**src/rtl/audio_pkg.sv**
```systemverilog
// Shared audio-path types: sample width and the DAC FIFO priming state.
// Used by the CIC, the DAC sample FIFO and the pcm1702 interface wrappers.
package audio_pkg;
    localparam int SAMPLE_W = 20;

    typedef enum logic {
        PRIME = 1'b0,
        RUN   = 1'b1
    } fifo_state_t;

    function automatic int cnt_w(input int depth);
        return $clog2(depth) + 1;
    endfunction
endpackage

```
**src/rtl/dac_sample_fifo_if.sv**
```systemverilog
// Sample handshake between the CIC producer, the FIFO and the serializer.
// master = producer/consumer side, slave = the FIFO itself.
interface dac_sample_fifo_if
    import audio_pkg::*;
#(
    parameter int DATA_W = SAMPLE_W,
    parameter int DEPTH  = 8
);
    localparam int CW = cnt_w(DEPTH);

    logic              wr_en;
    logic [DATA_W-1:0] wr_data;
    logic              rd_req;
    logic              clr_flags;
    logic [DATA_W-1:0] rd_data;
    logic              sample_rdy;
    logic [CW-1:0]     count;
    logic              full;
    logic              empty;
    logic              overflow;
    logic              underflow;

    modport master (
        output wr_en, wr_data, rd_req, clr_flags,
        input  rd_data, sample_rdy, count, full, empty, overflow, underflow
    );

    modport slave (
        input  wr_en, wr_data, rd_req, clr_flags,
        output rd_data, sample_rdy, count, full, empty, overflow, underflow
    );
endinterface

```
**src/rtl/sample_ram.sv**
```systemverilog
// DEPTH x DATA_W register array: synchronous write, combinational read.
// Contents are deliberately not reset; occupancy tracking makes them don't-care.
module sample_ram
    import audio_pkg::*;
#(
    parameter int DATA_W = SAMPLE_W,
    parameter int DEPTH  = 8,
    localparam int AW    = $clog2(DEPTH)
) (
    input  logic              clk,
    input  logic              we,
    input  logic [AW-1:0]     waddr,
    input  logic [DATA_W-1:0] wdata,
    input  logic [AW-1:0]     raddr,
    output logic [DATA_W-1:0] rdata
);
    logic [DATA_W-1:0] mem_q [DEPTH];

    always_ff @(posedge clk) begin
        if (we) mem_q[waddr] <= wdata;
    end

    assign rdata = mem_q[raddr];
endmodule

```
**src/rtl/dac_sample_fifo.sv**
```systemverilog
// Elastic buffer between CIC output strobes and the PCM1702 serializer requests.
// Holds off serving until PRIME samples are buffered; flags overflow/underflow.
module dac_sample_fifo #(
    parameter int DATA_W = audio_pkg::SAMPLE_W,
    parameter int DEPTH  = 8,
    parameter int PRIME  = 4
) (
    input  logic                clk,
    input  logic                rst,
    dac_sample_fifo_if.slave    bus
);
    localparam int AW = $clog2(DEPTH);
    localparam int CW = AW + 1;

    audio_pkg::fifo_state_t state_q, state_d;
    logic [AW-1:0]     wr_ptr_q, wr_ptr_d;
    logic [AW-1:0]     rd_ptr_q, rd_ptr_d;
    logic [CW-1:0]     count_q, count_d;
    logic              full_q, full_d;
    logic              empty_q, empty_d;
    logic [DATA_W-1:0] rd_data_q, rd_data_d;
    logic              sample_rdy_q, sample_rdy_d;
    logic              overflow_q, overflow_d;
    logic              underflow_q, underflow_d;

    logic              pop, wr_acc, wr_drop;
    logic [DATA_W-1:0] ram_rdata;

    sample_ram #(.DATA_W(DATA_W), .DEPTH(DEPTH)) u_ram (
        .clk   (clk),
        .we    (wr_acc),
        .waddr (wr_ptr_q),
        .wdata (bus.wr_data),
        .raddr (rd_ptr_q),
        .rdata (ram_rdata)
    );

    // A full FIFO still accepts a write when a pop frees the slot the same cycle;
    // with wr_ptr == rd_ptr the read port sees the old entry before it is overwritten.
    always_comb begin
        pop     = bus.rd_req && (state_q == audio_pkg::RUN) && !empty_q;
        wr_acc  = bus.wr_en && (!full_q || pop);
        wr_drop = bus.wr_en && full_q && !pop;
    end

    always_comb begin
        state_d      = state_q;
        wr_ptr_d     = wr_ptr_q;
        rd_ptr_d     = rd_ptr_q;
        count_d      = count_q;
        rd_data_d    = rd_data_q;
        sample_rdy_d = 1'b0;
        overflow_d   = (overflow_q && !bus.clr_flags) || wr_drop;
        underflow_d  = underflow_q && !bus.clr_flags;

        if (wr_acc) wr_ptr_d = wr_ptr_q + AW'(1);
        if (pop)    rd_ptr_d = rd_ptr_q + AW'(1);

        if (wr_acc && !pop)      count_d = count_q + CW'(1);
        else if (pop && !wr_acc) count_d = count_q - CW'(1);

        unique case (state_q)
            audio_pkg::PRIME: begin
                // Serializer still gets a (silent) sample every frame while priming.
                if (bus.rd_req) begin
                    rd_data_d    = '0;
                    sample_rdy_d = 1'b1;
                end
                if (count_q >= CW'(PRIME)) state_d = audio_pkg::RUN;
            end
            audio_pkg::RUN: begin
                if (bus.rd_req) begin
                    sample_rdy_d = 1'b1;
                    if (!empty_q) begin
                        rd_data_d = ram_rdata;
                    end else begin
                        underflow_d = 1'b1;
                        state_d     = audio_pkg::PRIME;
                    end
                end
            end
            default: state_d = audio_pkg::PRIME;
        endcase

        full_d  = (count_d == CW'(DEPTH));
        empty_d = (count_d == '0);
    end

    always_ff @(posedge clk) begin
        if (rst) begin
            state_q      <= audio_pkg::PRIME;
            wr_ptr_q     <= '0;
            rd_ptr_q     <= '0;
            count_q      <= '0;
            full_q       <= 1'b0;
            empty_q      <= 1'b1;
            rd_data_q    <= '0;
            sample_rdy_q <= 1'b0;
            overflow_q   <= 1'b0;
            underflow_q  <= 1'b0;
        end else begin
            state_q      <= state_d;
            wr_ptr_q     <= wr_ptr_d;
            rd_ptr_q     <= rd_ptr_d;
            count_q      <= count_d;
            full_q       <= full_d;
            empty_q      <= empty_d;
            rd_data_q    <= rd_data_d;
            sample_rdy_q <= sample_rdy_d;
            overflow_q   <= overflow_d;
            underflow_q  <= underflow_d;
        end
    end

    assign bus.rd_data    = rd_data_q;
    assign bus.sample_rdy = sample_rdy_q;
    assign bus.count      = count_q;
    assign bus.full       = full_q;
    assign bus.empty      = empty_q;
    assign bus.overflow   = overflow_q;
    assign bus.underflow  = underflow_q;
endmodule
```
**src/flat_wrapper.sv**
```systemverilog
// flat-port wrapper written by rule: the top's interface ports become plain ports
module dac_sample_fifo_flat 
#(
    parameter int DATA_W = audio_pkg::SAMPLE_W,
    parameter int DEPTH  = 8,
    parameter int PRIME  = 4
)
  (clk, rst, bus_wr_en, bus_wr_data, bus_rd_req, bus_clr_flags, bus_rd_data, bus_sample_rdy, bus_count, bus_full, bus_empty, bus_overflow, bus_underflow);
  dac_sample_fifo_if #(.DATA_W(DATA_W), .DEPTH(DEPTH)) bus_i ();
  input  logic clk;
  input  logic rst;
  input wire logic [$bits(bus_i.wr_en)-1:0] bus_wr_en;
  input wire logic [$bits(bus_i.wr_data)-1:0] bus_wr_data;
  input wire logic [$bits(bus_i.rd_req)-1:0] bus_rd_req;
  input wire logic [$bits(bus_i.clr_flags)-1:0] bus_clr_flags;
  output wire logic [$bits(bus_i.rd_data)-1:0] bus_rd_data;
  output wire logic [$bits(bus_i.sample_rdy)-1:0] bus_sample_rdy;
  output wire logic [$bits(bus_i.count)-1:0] bus_count;
  output wire logic [$bits(bus_i.full)-1:0] bus_full;
  output wire logic [$bits(bus_i.empty)-1:0] bus_empty;
  output wire logic [$bits(bus_i.overflow)-1:0] bus_overflow;
  output wire logic [$bits(bus_i.underflow)-1:0] bus_underflow;
  assign bus_i.wr_en = bus_wr_en;
  assign bus_i.wr_data = bus_wr_data;
  assign bus_i.rd_req = bus_rd_req;
  assign bus_i.clr_flags = bus_clr_flags;
  assign bus_rd_data = bus_i.rd_data;
  assign bus_sample_rdy = bus_i.sample_rdy;
  assign bus_count = bus_i.count;
  assign bus_full = bus_i.full;
  assign bus_empty = bus_i.empty;
  assign bus_overflow = bus_i.overflow;
  assign bus_underflow = bus_i.underflow;
  dac_sample_fifo #(.DATA_W(DATA_W), .DEPTH(DEPTH), .PRIME(PRIME)) u_core (.clk(clk), .rst(rst), .bus(bus_i));
endmodule
```
**config.mk**
```make
export PLATFORM = sky130hd
export DESIGN_NAME = dac_sample_fifo_flat
export DESIGN_NICKNAME = d
export VERILOG_FILES = /design/src/rtl/audio_pkg.sv /design/src/rtl/dac_sample_fifo_if.sv /design/src/rtl/sample_ram.sv /design/src/rtl/dac_sample_fifo.sv /design/src/flat_wrapper.sv
export SDC_FILE = /design/constraint.sdc
export NUM_CORES = 1
export LEC_CHECK = 0
export ABC_AREA = 1
export BUFFER_PORTS_ARGS = -buffer_cell sky130_fd_sc_hd__buf_4
export CORE_MARGIN = 2
export CORE_UTILIZATION = 53
export DETAILED_ROUTE_END_ITERATION = 12
export GPL_ROUTABILITY_DRIVEN = 0
export MAX_ROUTING_LAYER = met4
export PLACE_DENSITY = 0.73
export SLEW_MARGIN = 0
export SYNTH_ARGS = -nofsm -noshare
export SYNTH_HDL_FRONTEND = slang
export SYNTH_SLANG_ARGS = --single-unit
```
**constraint.sdc**
```tcl
create_clock -name clk -period 5.8 [get_ports clk]
set_clock_uncertainty 0.15 [all_clocks]
set_input_delay 0.29 -clock clk [delete_from_list [all_inputs] [get_ports clk]]
set_output_delay 0.29 -clock clk [all_outputs]
set_load 0.1 [all_outputs]
```
; After elaboration in Yosys (flattened, before gate mapping)
; Memories as Yosys holds them, arrays and structs flattened. A register that Yosys moved wholly into a read port is not among the register bits.
; Index checks and enable logic that the tools add are counted.
[totals]
reg_bits = 36
ram_bits = 160
mem_count = 1
[memory_table]
columns = name, depth, word_bits, rd, rd_clocked_by_memory_dff, write_ports, line
row1 = u_core.u_ram.mem_q, 8, 20, 1, 1, 1, sample_ram.sv:17  ; logic [DATA_W-1:0] mem_q [DEPTH];
[op_classes]
add_sub_neg = 4
n_lt_le_gt_ge = 1
eq_ne = 4
n_mux = 18
bitwise_logic = 1
n_reduce_logical = 18
[op_table]
columns = operator, n
row1 = $mux W20, 3
row2 = $pmux W20 S2, 1
row3 = $logic_and A1 B1 Y1, 9
row4 = $mux W1, 9
row5 = $mux W4, 2
row6 = $add A3 B1 Y3 const B, 2
row7 = $mux W3, 2
row8 = $ne A2 B2 Y1 const B, 3
row9 = $logic_not A1 Y1, 5
row10 = $add A4 B1 Y4 const B, 1
row11 = $eq A4 B4 Y1 const B, 1
row12 = $ge A4 B3 Y1 const B, 1
row13 = $logic_not A4 Y1, 1
row14 = $sub A4 B1 Y4 const B, 1
row15 = $reduce_and A3 Y1, 1
row16 = $logic_or A1 B1 Y1, 2
row17 = $pmux W1 S2, 1
row18 = $not A1 Y1, 1

; Longest topological paths before layout
; Gate-level depths: netlist of the first run.
[logic_depth]
word_depth = 9
depth_mapped = 10

; By module
; From an unflattened synthesis of the first run, not the netlist that was laid out.
[hier_totals]
hier_cells = 904
area_unflattened_um2 = 8590.7
[by_module_without_submodules]
columns = mod, n_inst, cells_per_inst, area_per_inst_um2, seq_area_each_um2
row1 = sample_ram, 1, 710, 7059.3, 4804.6
row2 = dac_sample_fifo, 1, 194, 1531.5, 720.7

; Worst setup path after synthesis of the first run
; Ideal clock, no wire load.
[synth_path]
kind = register -> register
start = register u_core.empty_q, in the netlist u_core.bus.empty
end = memory u_core.u_ram.mem_q[1][0] (netlist bit) (enable)
setup_ps = 397
arrival_time_ps = 2152
slack_ps = 3101
stages_incl_launch_ff = 6
path_buffers = 0
cell_sequence = dfxtp_1 -> nor2_8 -> o21ai_2 -> nor2_1 -> inv_2 -> nor2_1
[synth_between]
elab_chain_len = 6
[synth_lines]
columns = item, line
row1 = start: declaration, dac_sample_fifo.sv:20  ; logic empty_q, empty_d;
row2 = start signal: assignment, dac_sample_fifo.sv:107  ; empty_q <= empty_d;
row3 = $logic_not A1 Y1, dac_sample_fifo.sv:41  ; pop = bus.rd_req && (state_q == audio_pkg::RUN) && !empty_q;
row4 = $logic_and A1 B1 Y1, dac_sample_fifo.sv:41
row5 = $logic_or A1 B1 Y1, dac_sample_fifo.sv:42  ; wr_acc = bus.wr_en && (!full_q || pop);
row6 = $logic_and A1 B1 Y1, dac_sample_fifo.sv:42
row7 = $mux W1, sample_ram.sv:20  ; if (we) mem_q[waddr] <= wdata;
row8 = $mux W1 (implied by the code), sample_ram.sv:20
row9 = end: declaration, sample_ram.sv:17
; Every way passes these cells.

==> results of run 1 <==
path summary, 6_finish.rpt:
kind | start | cells past startpoint | endpoint | slack, ns
setup reg to reg | flop | 7 | u_core.bus.rd_data[2]$_SDFFE_PP0P_ | 3.04
setup / recovery | flop | 7 | u_core.bus.rd_data[2]$_SDFFE_PP0P_ | 3.04
hold / removal | bus_wr_en | 3 | u_core.bus.overflow$_SDFF_PP0_ | 0.06
hold reg to reg | u_core.rd_ptr_q[2]$_SDFFE_PP0P_ | 1 | flop | 0.29
layout make-up:
| cell class | instances | area (sq um) | share of cell area (%) |
|---|---|---|---|
| flip-flops and latches | 199 | 5590 | 61.3 |
| multi-input cells | 389 | 1940 | 21.3 |
| repair buffers | 87 | 708 | 7.77 |
| clock buffers | 17 | 425 | 4.67 |
| well taps | 184 | 230 | 2.53 |
| clock inverters | 15 | 136 | 1.50 |
| inverters | 21 | 78.8 | 0.865 |
layer usage:
metal / up-vias / GRT usage (%) / wire length [um]
li1: 2439 / - / -
met1: 2458 / 31.7 / 7430
met2: 193 / 32.1 / 7740
met3: 22 / 4.24 / 1040
met4: 0 / 8.37 / 293
met5: - / - / 0
where the power goes:
part / switching [mW] / internal (mW) / leakage [nW]
combinational: 0.218 / 0.0876 / 1.13
sequential: 0.0213 / 1.59 / 1.77
clock: 0.492 / 0.628 / 0.273
total: 0.731 / 2.30 / 3.17
synth_stat cells (all sizes together):
cell      n  area share (%)
nor2    139             7.1
nand3    31             2.2
dfxtp    39              10
buf      24             1.7
nand3b    1           0.097
o211ai   40             3.9
o21ai    86             5.6
a21oi    30             1.9
clkbuf   14            0.68
inv      19            0.92
clkinv    2           0.097
ha        4            0.64
nor3      2            0.13
xor2      3            0.34
edfxtp  160              62
nand2    53             2.8
registers in the layout (all words and copies together) (netlist names), named ones only:
signal	cells
u_core.bus.count	4
u_core.bus.empty	1
u_core.bus.full	1
u_core.bus.overflow	1
u_core.bus.rd_data	20
u_core.bus.sample_rdy	1
u_core.bus.underflow	1
u_core.rd_ptr_q	3
u_core.state_q	1
u_core.u_ram.mem_q	160
u_core.wr_ptr_q	3
critical path: stages (launching register included):
cell	delay (ns)
dfxtp_2	0.31
buf_4	0.62
inv_2	0.53
buf_4	0.42
o21ai_1	0.23
o211ai_1	0.12
nand3_1	0.14
a21oi_1	0.06
stage by stage:
step / total power [mW] / hold WS (ns)
floorplan: 1.84 / 0.239
global placement: 1.92 / 0.273
detailed placement: 1.93 / 0.286
CTS: 3.05 / 0.0404
global route: 3.13 / 0.0766
finish: 3.03 / 0.0614
what timing repair did:
item,4_1_cts,5_1_grt
setup buffers,0,0
hold buffers,22,0
hold endpoints to repair,163,0
resized for setup,0,0
logic make-up after synthesis:
family                   share of synthesized area (%)
AND/OR/NAND/NOR                                   12.3
flip-flops                                        71.9
AO/OA/AOI/OAI                                     11.4
buffers and inverters                             3.37
adder cells (fa/ha/maj)                          0.644
XOR/XNOR                                         0.338
==> summary.md, run 1 <==
| Metric | Value |
|---|---|
| Outcome | completed |
| Synth Register Bits | 199 |
| Starting Density | 53.9% |
| Post-route minimum period | 2.76 ns |
| Port bufs | 53 |
| Overall routed net length | 16,500 um |
| Critical Path Start Type | flop |
| Slew @ Worst Pin | 1.04 ns |
| Worst endpoint required time | 5.95 ns |
| Dpl cells | 858 |
| Worst vdd ir | 0.214 mV |
| Syn Inst Count | 647 |
| Htree depth | 4 |
| Setup violators final | 0 |
| Via-per-instance ratio | 5.61 |
| Core area | 14,400 sq um |
| Antenna-violating nets left | 0 |
| Worst hold path class | in2reg |
| Vias in the first global route | 4,745 |
| Fin area | 9110 sq um |
| Fmax | 362 MHz |
| P&R area growth vs syn | 17.2% |
| Via count | 5,112 |
| Total Neg Setup Slack | 0 ns |
| Clk slew on worst S/H paths | 0.07 ns |
| Initial antenna violation count | 0 |
| Total Routing Usage GR | 22.2% |
| YS warnings | 0 |
| Worst Path Arrival | 2.91 ns |
| Antenna cell count | 0 |
| CTS tree | built |
| Setup WS post-layout | 3.04 ns |
| Final Util | 63.2% |
| Final Max Tran Viols | 0 |
| Max Cap Viol | 0 |
| Most common cell after layout, fill and taps aside | edfxtp_1 |
| IO Pins | 54 |
| # nets final | 744 |
| Worst-skew pair later-pin latency | 0.43 ns |
| P_leak | 3.17 nW |
| Critical path type | reg2reg |
| Slew headroom | 30.8% |
| Root Buffer | clkbuf_16 |
| Final HPWL DP | 9030 um |
| Die Area | 15,600 sq um |
| FILL cells | 1,071 |
| Post-synthesis cell type count | 27 |
| Die H | 125 um |
| Maximum fanout along the worst path | 81 |
| Clk buf depth | 2 |
| Row cnt | 44 |
| Die X | 125 um |
| GRT overflow | 0 |
| Mapped Nets | 676 |
| Fin cells | 912 |
| Post-DR wirelength/cell | 18.1 um |
| Clock sink count | 199 |
| Ratio of final minimum period to clock period | 47.6% |
| RSZ-0062 raised after global routing | false |
| Dpl ws | 3.14 ns |
| Placement Cell Area | 8330 sq um |
| P per Cell Area | 333 nW/um^2 |
| Fin. Hold Viols | 0 |
| Layout cells sized above 1 | 16.8% |
| Router iterations before antenna repair | 5 |
| Syn Std Cell Area | 7770 sq um |
| Mean Syn Cell Area | 12.0 sq um |
| Global-route wire length before repair | 26,000 um |
| Largest net degree at the start of global routing | 82 |
| DRT iter0 DRCs | 587 |
| Most frequent cells in the layout | 160 x edfxtp_1, 128 x nor2_1, 65 x buf_4 |
| CTS Buf Count | 17 |
| Endpoint class of the critical path | flop |
| Register area share after synthesis | 71.9% |
| Residual DRC | 0 |
(Power assumes the default switching activity.)
==> run 2, diff against run 1 <==
Clock period 5.8 ns to 2.8 ns, I/O delays scaled along.
==> run 2 against run 1 <==
  * Global-route usage is 0.53 points higher
  * Clock-buffer cell count is 10 higher
  * Sequential share of layout area is 1.2 points lower
  * Die area stayed put
  * Final area is 2.0% higher
  * Hold slack better by 0.24 ns
  * Cell count is 1.6% higher
  * Combinational power is 110% higher
  * Register-to-register slack worse by 2.1 ns
  * Power is 110% higher
  * Routed wire length is 2.0% higher
  * Highest routed layer unchanged
==> summary.md, run 2 (synthesized netlist as in run 1, its figures left out) <==
| Metric | Value |
|---|---|
| # nets final | 759 |
| Worst reg-to-reg setup slack | 0.90 ns |
| FILL cells | 1,070 |
| Worst vdd ir | 0.472 mV |
| Setup WS post-layout | 0.899 ns |
| Reg area | 5590 sq um |
| Clk buf depth | 2 |
| CTS tree | built |
| Worst hold path class | reg2reg |
| Outcome | completed |
| Maximum fanout along the worst path | 20 |
| Die H | 125 um |
| Most common cell after layout, fill and taps aside | edfxtp_1 |
| GRT overflow | 0 |
| Htree depth | 4 |
| Fin area | 9300 sq um |
| P&R area growth vs syn | 19.6% |
| Post-route minimum period | 1.90 ns |
| Residual DRC | 0 |
| Fin Hold WS | 0.299 ns |
| Final HPWL DP | 9780 um |
| Die Area | 15,600 sq um |
| Most frequent cells in the layout | 160 x edfxtp_1, 128 x nor2_1, 72 x buf_4 |
| Critical path type | reg2reg |
| Via count | 5,250 |
| Post-CTS Setup Bufs | 0 |
| Clock sink count | 199 |
| DRT iter0 DRCs | 382 |
| P_leak | 3.28 nW |
| Via-per-instance ratio | 5.66 |
| Layout cells sized above 1 | 17.8% |
| Total Routing Usage GR | 22.7% |
| Most flop-heavy register | u_core.u_ram.mem_q |
| Core area | 14,400 sq um |
| Worst endpoint required time | 2.75 ns |
| Starting Density | 53.9% |
| Slew headroom | 57.8% |
| Endpoint class of the critical path | flop |
| CTS Buf Count | 17 |
| Router iterations before antenna repair | 5 |
| Clk slew on worst S/H paths | 0.07 ns |
| Row cnt | 44 |
| Fin. Hold Viols | 0 |
| Placement Cell Area | 8440 sq um |
| Critical Path Start Type | flop |
| Dpl cells | 868 |
| Total power | 6.35 mW |
| Max Cap Viol | 0 |
| Fin cells | 927 |
| Max FFs per register | 160 |
| RSZ-0062 raised after global routing | false |
| Slew @ Worst Pin | 0.633 ns |
| Port bufs | 53 |
| Antenna cell count | 0 |
| Total Neg Setup Slack | 0 ns |
| Setup violators final | 0 |
| Worst Path Arrival | 1.85 ns |
| Dpl ws | 0.922 ns |
| Overall routed net length | 16,800 um |
| Largest net degree at the start of global routing | 56 |
| Post-DR wirelength/cell | 18.2 um |
| Die X | 125 um |
| Root Buffer | clkbuf_16 |
| Fmax | 526 MHz |
| Vias in the first global route | 5,080 |
| Initial antenna violation count | 0 |
| Ratio of final minimum period to clock period | 67.9% |
| Final Util | 64.5% |
| Global-route wire length before repair | 26,500 um |
| Worst-skew pair later-pin latency | 0.43 ns |
| Antenna-violating nets left | 0 |
| Multi-input logic area | 1940 sq um |
| Final Max Tran Viols | 0 |
| P per Cell Area | 683 nW/um^2 |
| IO Pins | 54 |
## run 2: changes by cell type in the layout (fill, tap and decap cells not counted), sizes merged
cell         delta
buf            +10
bufinv          -2
clkbuf         +10
clkinv          -7
clkinvlp        -2
dlygate4sd3     +5
inv             +1
## run 2: final timing paths
check                                       start                            endpoint  cells after the start
setup reg to reg        u_core.state_q$_SDFF_PP0_  u_core.u_ram.mem_q[0][5]$_DFFE_PP_                      7
hold / removal    u_core.rd_ptr_q[2]$_SDFFE_PP0P_                                flop                      1
setup / recovery        u_core.state_q$_SDFF_PP0_  u_core.u_ram.mem_q[0][5]$_DFFE_PP_                      7
hold reg to reg   u_core.rd_ptr_q[2]$_SDFFE_PP0P_                                flop                      1
## run 2: area by class of cell
type                            instances  share of cell area [%]
Clock buffer                           27                    5.99
Multi-Input combinational cell        389                    20.9
Timing Repair Buffer                  102                    9.37
Inverter                               21                   0.848
Tap cell                              184                    2.48
Sequential cell                       199                    60.1
Clock inverter                          5                   0.296
## run 2: worst max-delay path, cell delays in order, from the launching register on
cell     delay (ns)
dfxtp_1        0.41
nand2_2        0.12
nor2_8         0.09
o21ai_2        0.10
inv_2          0.08
nand2_1        0.16
nor2_2         0.12
buf_4          0.33
## run 2: what timing repair did
item,4_1_cts,5_1_grt
hold buffers,27,0
endpoints found under the hold margin,183,0
gates resized for setup,0,0
## run 2: per-layer routing
metal  vias to the layer above  track usage [%]  routed length, um
li1                       2473                -                  -
met1                      2558             30.8               7410
met2                       192             34.2               7990
met3                        27             4.66               1120
met4                         0             9.02                303
met5                         -                -                  0
## run 2: power by group
part | internal [mW] | switching, mW
Sequential | 3.29 | 0.0589
Clock | 1.37 | 0.993
Combinational | 0.197 | 0.443
Total | 4.85 | 1.49
==> run 3, diff against run 2 <==
Clock period 2.8 ns to 1.8 ns, I/O delays scaled along.
==> run 3 against run 2 <==
  * Setup slack got worse by 0.77 ns
  * Final area rose by 2.5%
  * First-iteration DRC count up 32%
  * Via count is 0.67% lower
  * Maximum frequency is 14% higher
  * Global-route usage up 0.054 points
  * Core utilization is 1.6 points higher
  * Die area is the same
  * Cell count rose by 0.32%
  * Power rose by 54%
  * Clock power grew 49%
  * Largest cell class unchanged
==> summary.md, run 3 (synthesized netlist as in run 1, its figures left out) <==
| Metric | Value |
|---|---|
| Outcome | completed |
| Min-delay src | bus_wr_data[12] |
| Via-per-instance ratio | 5.61 |
| Fin area | 9530 sq um |
| CTS tree | built |
| # nets final | 762 |
| Worst reg-to-reg setup slack | 0.13 ns |
| Worst vdd ir | 0.703 mV |
| Endpoint class of the critical path | flop |
| Worst flop-to-flop path startpoint | u_core.state_q$_SDFF_PP0_ |
| Root Buffer | clkbuf_16 |
| FILL cells | 1,083 |
| Multi-input logic area | 2000 sq um |
| Die X | 125 um |
| Worst hold path class | in2reg |
| Die H | 125 um |
| Post-route minimum period | 1.67 ns |
| Max Cap Viol | 0 |
| Slew @ Worst Pin | 0.367 ns |
| GRT overflow | 0 |
| Total Neg Setup Slack | 0 ns |
| Reg area | 5600 sq um |
| Dpl ws | 0.110 ns |
| Register-to-Register Path Depth | 7 |
| Overall routed net length | 16,600 um |
| Clk buf depth | 2 |
| Most common cell after layout, fill and taps aside | edfxtp_1 |
| P_leak | 3.32 nW |
| Max FFs per register | 160 |
| Clk slew on worst S/H paths | 0.07 ns |
| Critical path type | reg2reg |
| Fmax | 597 MHz |
| Row cnt | 44 |
| Most frequent cells in the layout | 160 x edfxtp_1, 127 x nor2_1, 63 x buf_4 |
| Final HPWL DP | 10,400 um |
| Critical Path Start Type | flop |
| Vias in the first global route | 5,013 |
| Worst endpoint required time | 1.79 ns |
| Starting Density | 53.9% |
| Most flop-heavy register | u_core.u_ram.mem_q |
| Post-CTS Setup Bufs | 0 |
| Global-route wire length before repair | 26,600 um |
| CTS Buf Count | 17 |
| Final Max Tran Viols | 0 |
| Initial antenna violation count | 0 |
| Die Area | 15,600 sq um |
| Port bufs | 53 |
| Largest net degree at the start of global routing | 58 |
| Via count | 5,215 |
| Slew headroom | 75.4% |
| Setup WS post-layout | 0.126 ns |
| DRT iter0 DRCs | 506 |
| Worst Path Arrival | 1.66 ns |
| Setup violators final | 0 |
| Total Routing Usage GR | 22.8% |
| Worst-skew pair later-pin latency | 0.43 ns |
| Maximum fanout along the worst path | 11 |
| Hold depth | 2 |
| IO Pins | 54 |
| Antenna-violating nets left | 0 |
| P&R area growth vs syn | 22.6% |
| Ratio of final minimum period to clock period | 93.0% |
| Clock sink count | 199 |
| P per Cell Area | 1030 nW/um^2 |
| Placement Cell Area | 8720 sq um |
| Post-DR wirelength/cell | 17.9 um |
| RSZ-0062 raised after global routing | false |
| Fin. Hold Viols | 0 |
| Router iterations before antenna repair | 5 |
| Antenna cell count | 0 |
| RR Endpoint | u_core.u_ram.mem_q[7][0]$_DFFE_PP_ |
| Final Util | 66.1% |
| Hold endpoint | u_core.u_ram.mem_q[7][12]$_DFFE_PP_ |
| Htree depth | 4 |
| Layout cells sized above 1 | 19.4% |
| Core area | 14,400 sq um |
| Residual DRC | 0 |
-- run 3: how the worst max path moves through the flow --
stage / startpoint / endpoint / slack [ns] / depth (start not counted)
finish: u_core.state_q$_SDFF_PP0_ / u_core.u_ram.mem_q[7][0]$_DFFE_PP_ / 0.13 / 7
global route: flop / u_core.bus.rd_data[15]$_SDFFE_PP0P_ / 0.01 / 5
CTS: u_core.state_q$_SDFF_PP0_ / u_core.u_ram.mem_q[4][14]$_DFFE_PP_ / 0.07 / 7
detailed placement: u_core.state_q$_SDFF_PP0_ / u_core.u_ram.mem_q[4][15]$_DFFE_PP_ / 0.11 / 7
global placement: u_core.state_q$_SDFF_PP0_ / u_core.u_ram.mem_q[1][16]$_DFFE_PP_ / 0.11 / 7
floorplan: u_core.bus.empty$_SDFF_PP1_ / u_core.u_ram.mem_q[1][0]$_DFFE_PP_ / -0.02 / 5
-- run 3: area by class of cell --
cell class              count  area share (%)
flip-flops and latches    199            58.8
repair buffers            105            11.2
inverters                  21           0.827
clock inverters            11            1.06
well taps                 184            2.42
clock buffers              21            4.73
multi-input cells         389            21.0
-- run 3: repair_timing --
action / 4_1_cts / 5_1_grt
hold buffers: 25 / 0
gates resized for setup: 0 / 2
hold endpoints to repair: 180 / 0
setup endpoints to repair: 0 / 128
-- run 3: layer usage --
layer / part of all wire (%) / global-route usage, %
met1: 43 / 29.7
met2: 49 / 34.8
met4: 1.8 / 8.37
met5: 0 / -
met3: 7.0 / 6.12
-- run 3: per-stage QoR --
stage               std cells  total power, mW  hold slack, ns
floorplan                 647             5.97          0.0389
global placement          873             6.29           0.175
detailed placement        873             6.33           0.179
CTS                       930             9.85           0.272
global route              930             10.1           0.296
finish                    930             9.79           0.290
-- run 3: power by group --
part	switching (mW)	internal, mW	total (mW)
combinational	0.725	0.356	1.08
sequential	0.0747	5.12	5.19
clock	1.57	1.94	3.52
total	2.37	7.42	9.79
-- run 3: worst max-delay path, cell delays in order, from the launching register on --
cell	delay, ns
dfxtp_2	0.37
nand2_2	0.10
nor2_8	0.13
o21ai_4	0.08
nor2_2	0.12
inv_2	0.10
nor2_4	0.16
buf_12	0.17
